==> config.mk <==
export PLATFORM = sky130hd
export DESIGN_NAME = rf
export DESIGN_NICKNAME = d
export VERILOG_FILES = /design/src/rtl/rf.sv
export SDC_FILE = /design/constraint.sdc
export NUM_CORES = 2
export LEC_CHECK = 0
export ABC_AREA = 0
export BUFFER_PORTS_ARGS = -buffer_cell sky130_fd_sc_hd__buf_2
export CELL_PAD_IN_SITES_DETAIL_PLACEMENT = 1
export CELL_PAD_IN_SITES_GLOBAL_PLACEMENT = 2
export CORE_MARGIN = 1.5
export CORE_UTILIZATION = 47
export CTS_CLUSTER_DIAMETER = 40
export DETAILED_ROUTE_END_ITERATION = 8
export PLACE_DENSITY_LB_ADDON = 0.2
export SLEW_MARGIN = 30
export SYNTH_ARGS = -nofsm -noshare
export SYNTH_HDL_FRONTEND = slang
export SYNTH_SLANG_ARGS = --single-unit
==> constraint.sdc <==
create_clock -name clk -period 2.68 [get_ports clk]
set_input_delay 0.402 -clock clk [delete_from_list [all_inputs] [get_ports clk]]
set_output_delay 0.402 -clock clk [all_outputs]
set_load 0.05 [all_outputs]
==> src/rtl/rf.sv <==
// 32 x 32-bit register file: two combinational read ports and one synchronous write port.
// Each register resets to its own index, and register 0 always reads as zero.
module rf #(
    parameter int WIDTH  = 32,
    parameter int AWIDTH = 5
) (
    input  logic              clk,
    input  logic              rst_n,
    input  logic [AWIDTH-1:0] Address1,
    input  logic [AWIDTH-1:0] Address2,
    output logic [WIDTH-1:0]  Source1,
    output logic [WIDTH-1:0]  Source2,
    input  logic              WriteEn,
    input  logic [AWIDTH-1:0] WriteAddress,
    input  logic [WIDTH-1:0]  WriteData
);

    localparam int DEPTH = 2 ** AWIDTH;

    logic [WIDTH-1:0] regs [DEPTH];

    // NOTE: every entry has a reset value, so this array is built from flops and
    // cannot map onto a RAM macro. The known index values after reset need this.
    always_ff @(posedge clk or negedge rst_n) begin
        if (!rst_n) begin
            for (int i = 0; i < DEPTH; i++) begin
                regs[i] <= WIDTH'(i);
            end
        end else if (WriteEn && (WriteAddress != '0)) begin
            // NOTE: non-blocking update, so a read in the same cycle sees the old value.
            regs[WriteAddress] <= WriteData;
        end
    end

    // Address 0 is decoded explicitly, so it reads as zero independent of storage.
    assign Source1 = (Address1 == '0) ? '0 : regs[Address1];
    assign Source2 = (Address2 == '0) ? '0 : regs[Address2];

endmodule

# Yosys cells after proc, flatten, opt, wreduce, memory -nomap -nowiden
# Cells that the tools add are included.
# W data, S select, Z words.
op_classes:
  order_cmp: 4
  muxes: 11
  bitwise_logic: 3
  n_reduce_logical: 5
op_table:
  columns: ["operator", "n"]
  rows:
  - ["$bwmux W1024", 1]
  - ["$bmux W32 S5", 2]
  - ["$mux W32", 7]
  - ["$demux W32 S5", 1]
  - ["$ge A6 B6 Y1 const B", 3]
  - ["$not A5 Y6", 3]
  - ["$logic_not A5 Y1", 2]
  - ["$lt A6 B1 Y1 const B", 1]
  - ["$reduce_bool A5 Y1", 1]
  - ["$logic_and A1 B1 Y1", 2]
word_totals:
  ff_bits: 1024
  in_bits: 50
  out_inout_bits: 64

# Logic depth before layout (Yosys ltp)
depth:
  ltp_word: 6
  depth_mapped: 7

# Least setup slack after synthesis
# Ideal clock, no wire load.
synth_path:
  path_kind: "input to output"
  start: "in Address1[0]"
  end: "out Source1[14]"
  arrival_time_ns: 2.764
  required_ns: 2.278
  path_slack_ns: -0.486
  path_stages: 7
  path_buffers: 4
  cell_sequence: "buf_2 inv_1 buf_2 buf_2 clkbuf_1 o2111ai_1 a311oi_1"
synth_between:
  elab_chain_len: 5
  word_cells_on_any_way: 6
synth_rtl:
  columns: ["item", "line", "text"]
  rows:
  - ["start: declaration", "9", "input logic [AWIDTH-1:0] Address1,"]
  - ["$not A5 Y6 (not written as such)", "36", "assign Source1 = (Address1 == '0) ? '0 : regs[Address1];"]
  - ["$bmux W32 S5", "36", null]
  - ["$mux W32 (not written as such) (2 in series)", "36", null]
  - ["$mux W32 *", "36", null]
  - ["end: declaration", "11", "output logic [WIDTH-1:0] Source1,"]
# Mark *: on every way between the ends. The rest lies on a longest branch, timed or not. The select of a mux whose other input is x is not followed.

# Worst setup path in the final report
layout_path:
  start: "reg regs[290] in the netlist's numbering"
  end: "out Source2[2]"
layout_between:
  elab_chain_len: 4
layout_rtl:
  columns: ["item", "line", "text"]
  rows:
  - ["start: declaration", "20", "logic [WIDTH-1:0] regs [DEPTH];"]
  - ["start signal: indexed assignment", "27", "regs[i] <= WIDTH'(i);"]
  - ["start signal: indexed assignment", "31", "regs[WriteAddress] <= WriteData;"]
  - ["$bmux W32 S5", "37", "assign Source2 = (Address2 == '0) ? '0 : regs[Address2];"]
  - ["$mux W32 (not written as such) (2 in series)", "37", null]
  - ["$mux W32", "37", null]
  - ["end: declaration", "12", "output logic [WIDTH-1:0] Source2,"]
# No other way between the ends. The select of a mux whose other input is x is not followed.

==> metrics.md <==
| Metric | Value |
|---|---|
| Overall routing resource usage | `0.358` |
| Post-synth EDFFs | `0` |
| Max reg flops | `1024` |
| Worst min-delay path class | `in2async` |
| First-pass GRT wire length | `302 mm` |
| Port bufs | `113` |
| Pwr dens | `788 nW/um2` |
| Final Max Slew Viols | `0` |
| FMAX | `0.338 GHz` |
| Die H | `between 300 and 400 um` |
| Core area | `115000 um2` |
| Setup TNS | `-9460 ps` |
| Gr ovfl total | `0` |
| CTS tree | `built` |
| Post-synthesis instance total | `3621` |
| Area of the multi-input gates | `slightly below 30000 um2` |
| Multiplexer share of the synthesized area | `0.427` |
| Crit path time final | `2960 ps` |
| CP Capture Type | `primary output` |
| Asr flop ratio synth | `1.00` |
| Largest net degree at the start of global routing | `around 110` |
| First DRT Iteration DRCs | `3572` |
| Rows | `124` |
| # IOs | `114` |
| WP data required | `~2300 ps` |
| Clk sinks | `1024` |
| Final HPWL from detailed placement | `128 mm` |
| Die width | `343 um` |
| Initial antenna violation count | `9` |
| Synthesized net count | `3671` |
| Crit start category | `flip-flop` |
| Clock slew at reported path FFs | `50 ps` |
| Most common cell in the netlist | `mux2_2` |
| Top-area cell type share of the netlist area | `0.434` |
| Layout cells sized above 1 | `0.671` |
| Largest register by flop count | `regs` |
| Placer Congestion | `roughly 0.85` |
| Hold WS | `about 140 ps` |
| DR vias | `38066` |
| Post-Synth XOR/XNOR Area | `0` |
| # nets final | `just under 4000` |
| Post-Synth Adder-Cell Area | `0` |
| Fin util | `0.599` |
| Avg Inst Size Synth | `15.0 um2` |
| FF/Latch Area | `roughly 26000 um2` |
| Design Area, Final | `between 60000 and 70000 um2` |
| Netlist cell types | `36` |
| CTS Root Cell | `clkbuf_16` |
| Setup CP Type | `reg2out` |
| CTS Buffer Depth | `3` |
| Die area | `118000 um2` |
| Slew headroom | `0.371` |
| Vias/cell | `6.88` |
| Final Cycle Share | `1.10` |
| Routed Antenna Nets | `0` |
| Place WS | `-297 ps` |
| Hold Fails Final Rpt | `0` |
| Drt drc | `0` |
| Lkg Pwr | `between 20 and 30 nW` |
| Largest family of logic cells by synthesized area | `multiplexers` |
| Slew @ Worst Pin | `936 ps` |
| Synthesis Warnings | `0` |
| Failing checks | `setup timing` |
| WP data arrival | `2560 ps` |
| Worst skew pair latency | `780 ps` |
| Synth cell count leaders | `1046 x mux2_2, 944 x dfrtp_1, 448 x mux4_2` |
| Clock Skews | `0 ps` |
| Compound-Gate Fraction of Synth Area | `0.0483` |
| Routed Wire Length | `209 mm` |
| Synth Area in Simple Gates | `0.0161` |
| Area Growth Syn to Fin | `26.1%` |
| CP Max Fanout | `3` |
| Cell taking the most area after synthesis | `dfrtp_1` |
| Final Worst Setup Slack | `-279 ps` |
| Synth area leaders | `dfrtp_1 43%, mux2_2 22%, mux4_2 19%, dfstp_2 3.9%, mux2i_1 2.4%` |
| Post-Syn Area | `approximately 54000 um2` |
| #FFs+latches synth | `1024` |
| RSZ-0062 raised after global routing | `yes` |
| # fillers | `about 10000` |
| Starting Density | `0.475` |
| Max-cap check violation count | `0` |
| Largest registers | `regs x1024` |
| Main synth FF type | `dfrtp_1` |
| Average wire per standard cell | `37.8 um` |
| Post-DP Area | `slightly above 60000 um2` |
| H-tree depth | `4` |
| Sequential-to-total area share from yosys stat | `0.472` |
| DR pass1 iterations | `5` |
| Status | `complete, but fails checks` |
| VDD IR-drop max | `between 0.0006 and 0.0007 V` |
| Final setup vio count | `64` |
| Vias in the first global route | `around 41000` |
| TritonCTS Buffers | `162` |
==> path summary, 6_finish.rpt <==
kind | startpoint | end | slack (ps) | depth (start not counted)
setup / recovery | regs[290]$_DFFE_PN1P_ | Source2[2] | -280 | 6
hold / removal | rst_n | regs[987]$_DFFE_PN0P_ | 140 | 2
setup reg to reg | regs[694]$_DFFE_PN0P_ | regs[694]$_DFFE_PN0P_ | 1630 | 3
hold reg to reg | regs[998]$_DFFE_PN0P_ | regs[998]$_DFFE_PN0P_ | 400 | 0
max in group asynchronous | rst_n | regs[1000]$_DFFE_PN0P_ | 1500 | 4
min in group clk | WriteData[3] | regs[611]$_DFFE_PN1P_ | 220 | 2
==> metal layers <==
layer | share of wire | GRT usage | vias to the layer above
met3 | 0.073 | 0.0791 | 560
li1 | - | - | 14646
met5 | 0.00029 | 0 | -
met2 | 0.47 | 0.558 | 1808
met1 | 0.40 | 0.477 | 21042
met4 | 0.051 | 0.177 | 10
==> critical path, cell delays in order (launching register included) <==
cell      delay [ps]
dfstp_2          550
mux2i_2           90
a221oi_2         320
o21ai_1          130
a311oi_2         360
buf_4            190
buf_12           130
==> metrics by stage <==
step | std cells | total power [mW]
2_1_floorplan | 3621 | 27.7
3_3_place_gp | 5214 | 31.1
3_5_place_dp | 5217 | 32.0
4_1_cts | 5509 | 53.9
5_1_grt | 5528 | 55.9
6_report | 5531 | 54.1
==> cell type report <==
cell class / count / area share
inverters: 2 / 0.000164
well taps: 1512 / 0.0275
clock inverters: 94 / 0.0135
repair buffers: 530 / 0.0935
diodes: 4 / 0.000146
clock buffers: 202 / 0.0657
flip-flops and latches: 1024 / 0.375
multi-input cells: 2163 / 0.425
==> repair_timing <==
item / CTS / global route
cloned: 0 / 1
buffers inserted: 11 / 20
resized for setup: 352 / 78
endpoints found under the hold margin: 279 / 0
hold buffers: 1 / 0
pin swaps: 85 / 47
setup endpoints to repair: 64 / 64
==> cell families (layout without fill, tap and decap cells) <==
logic type | Yosys count | in the layout
flip-flops | 1024 | 1024
buffers and inverters | 434 | 828
other | 0 | 4
AND/OR/NAND/NOR | 165 | 165
AO/OA/AOI/OAI | 366 | 366
multiplexers | 1632 | 1632
==> report_power, final <==
part           total [mW]  switching [mW]  leakage [nW]  internal, mW
Combinational        12.0            5.20          13.6          6.76
Sequential           21.0            2.41          12.9          18.6
Clock                21.2            8.00          2.66          13.1
Total                54.1            15.6          29.2          38.5
==> cell usage in the layout, fill, tap and decap left out, types with 14 or more instances in the layout <==
master / count
clkbuf_16: 178
nor2_4: 14
a211oi_2: 58
o21ai_1: 36
dfrtp_1: 944
nor2b_1: 50
a311oi_2: 31
a311oi_4: 33
buf_12: 182
nor2b_4: 19
a22oi_2: 25
dfstp_2: 80
nand2_1: 38
a22oi_1: 39
clkinv_2: 36
mux2i_1: 126
a221oi_1: 25
buf_2: 42
mux2_4: 45
a221oi_2: 21
mux2_2: 1001
clkbuf_8: 16
o21ai_2: 37
mux4_2: 448
o21ai_4: 27
buf_4: 284
clkbuf_1: 17
clkinvlp_4: 18
inv_6: 18
Note: power is estimated with default switching activity, not from simulation.
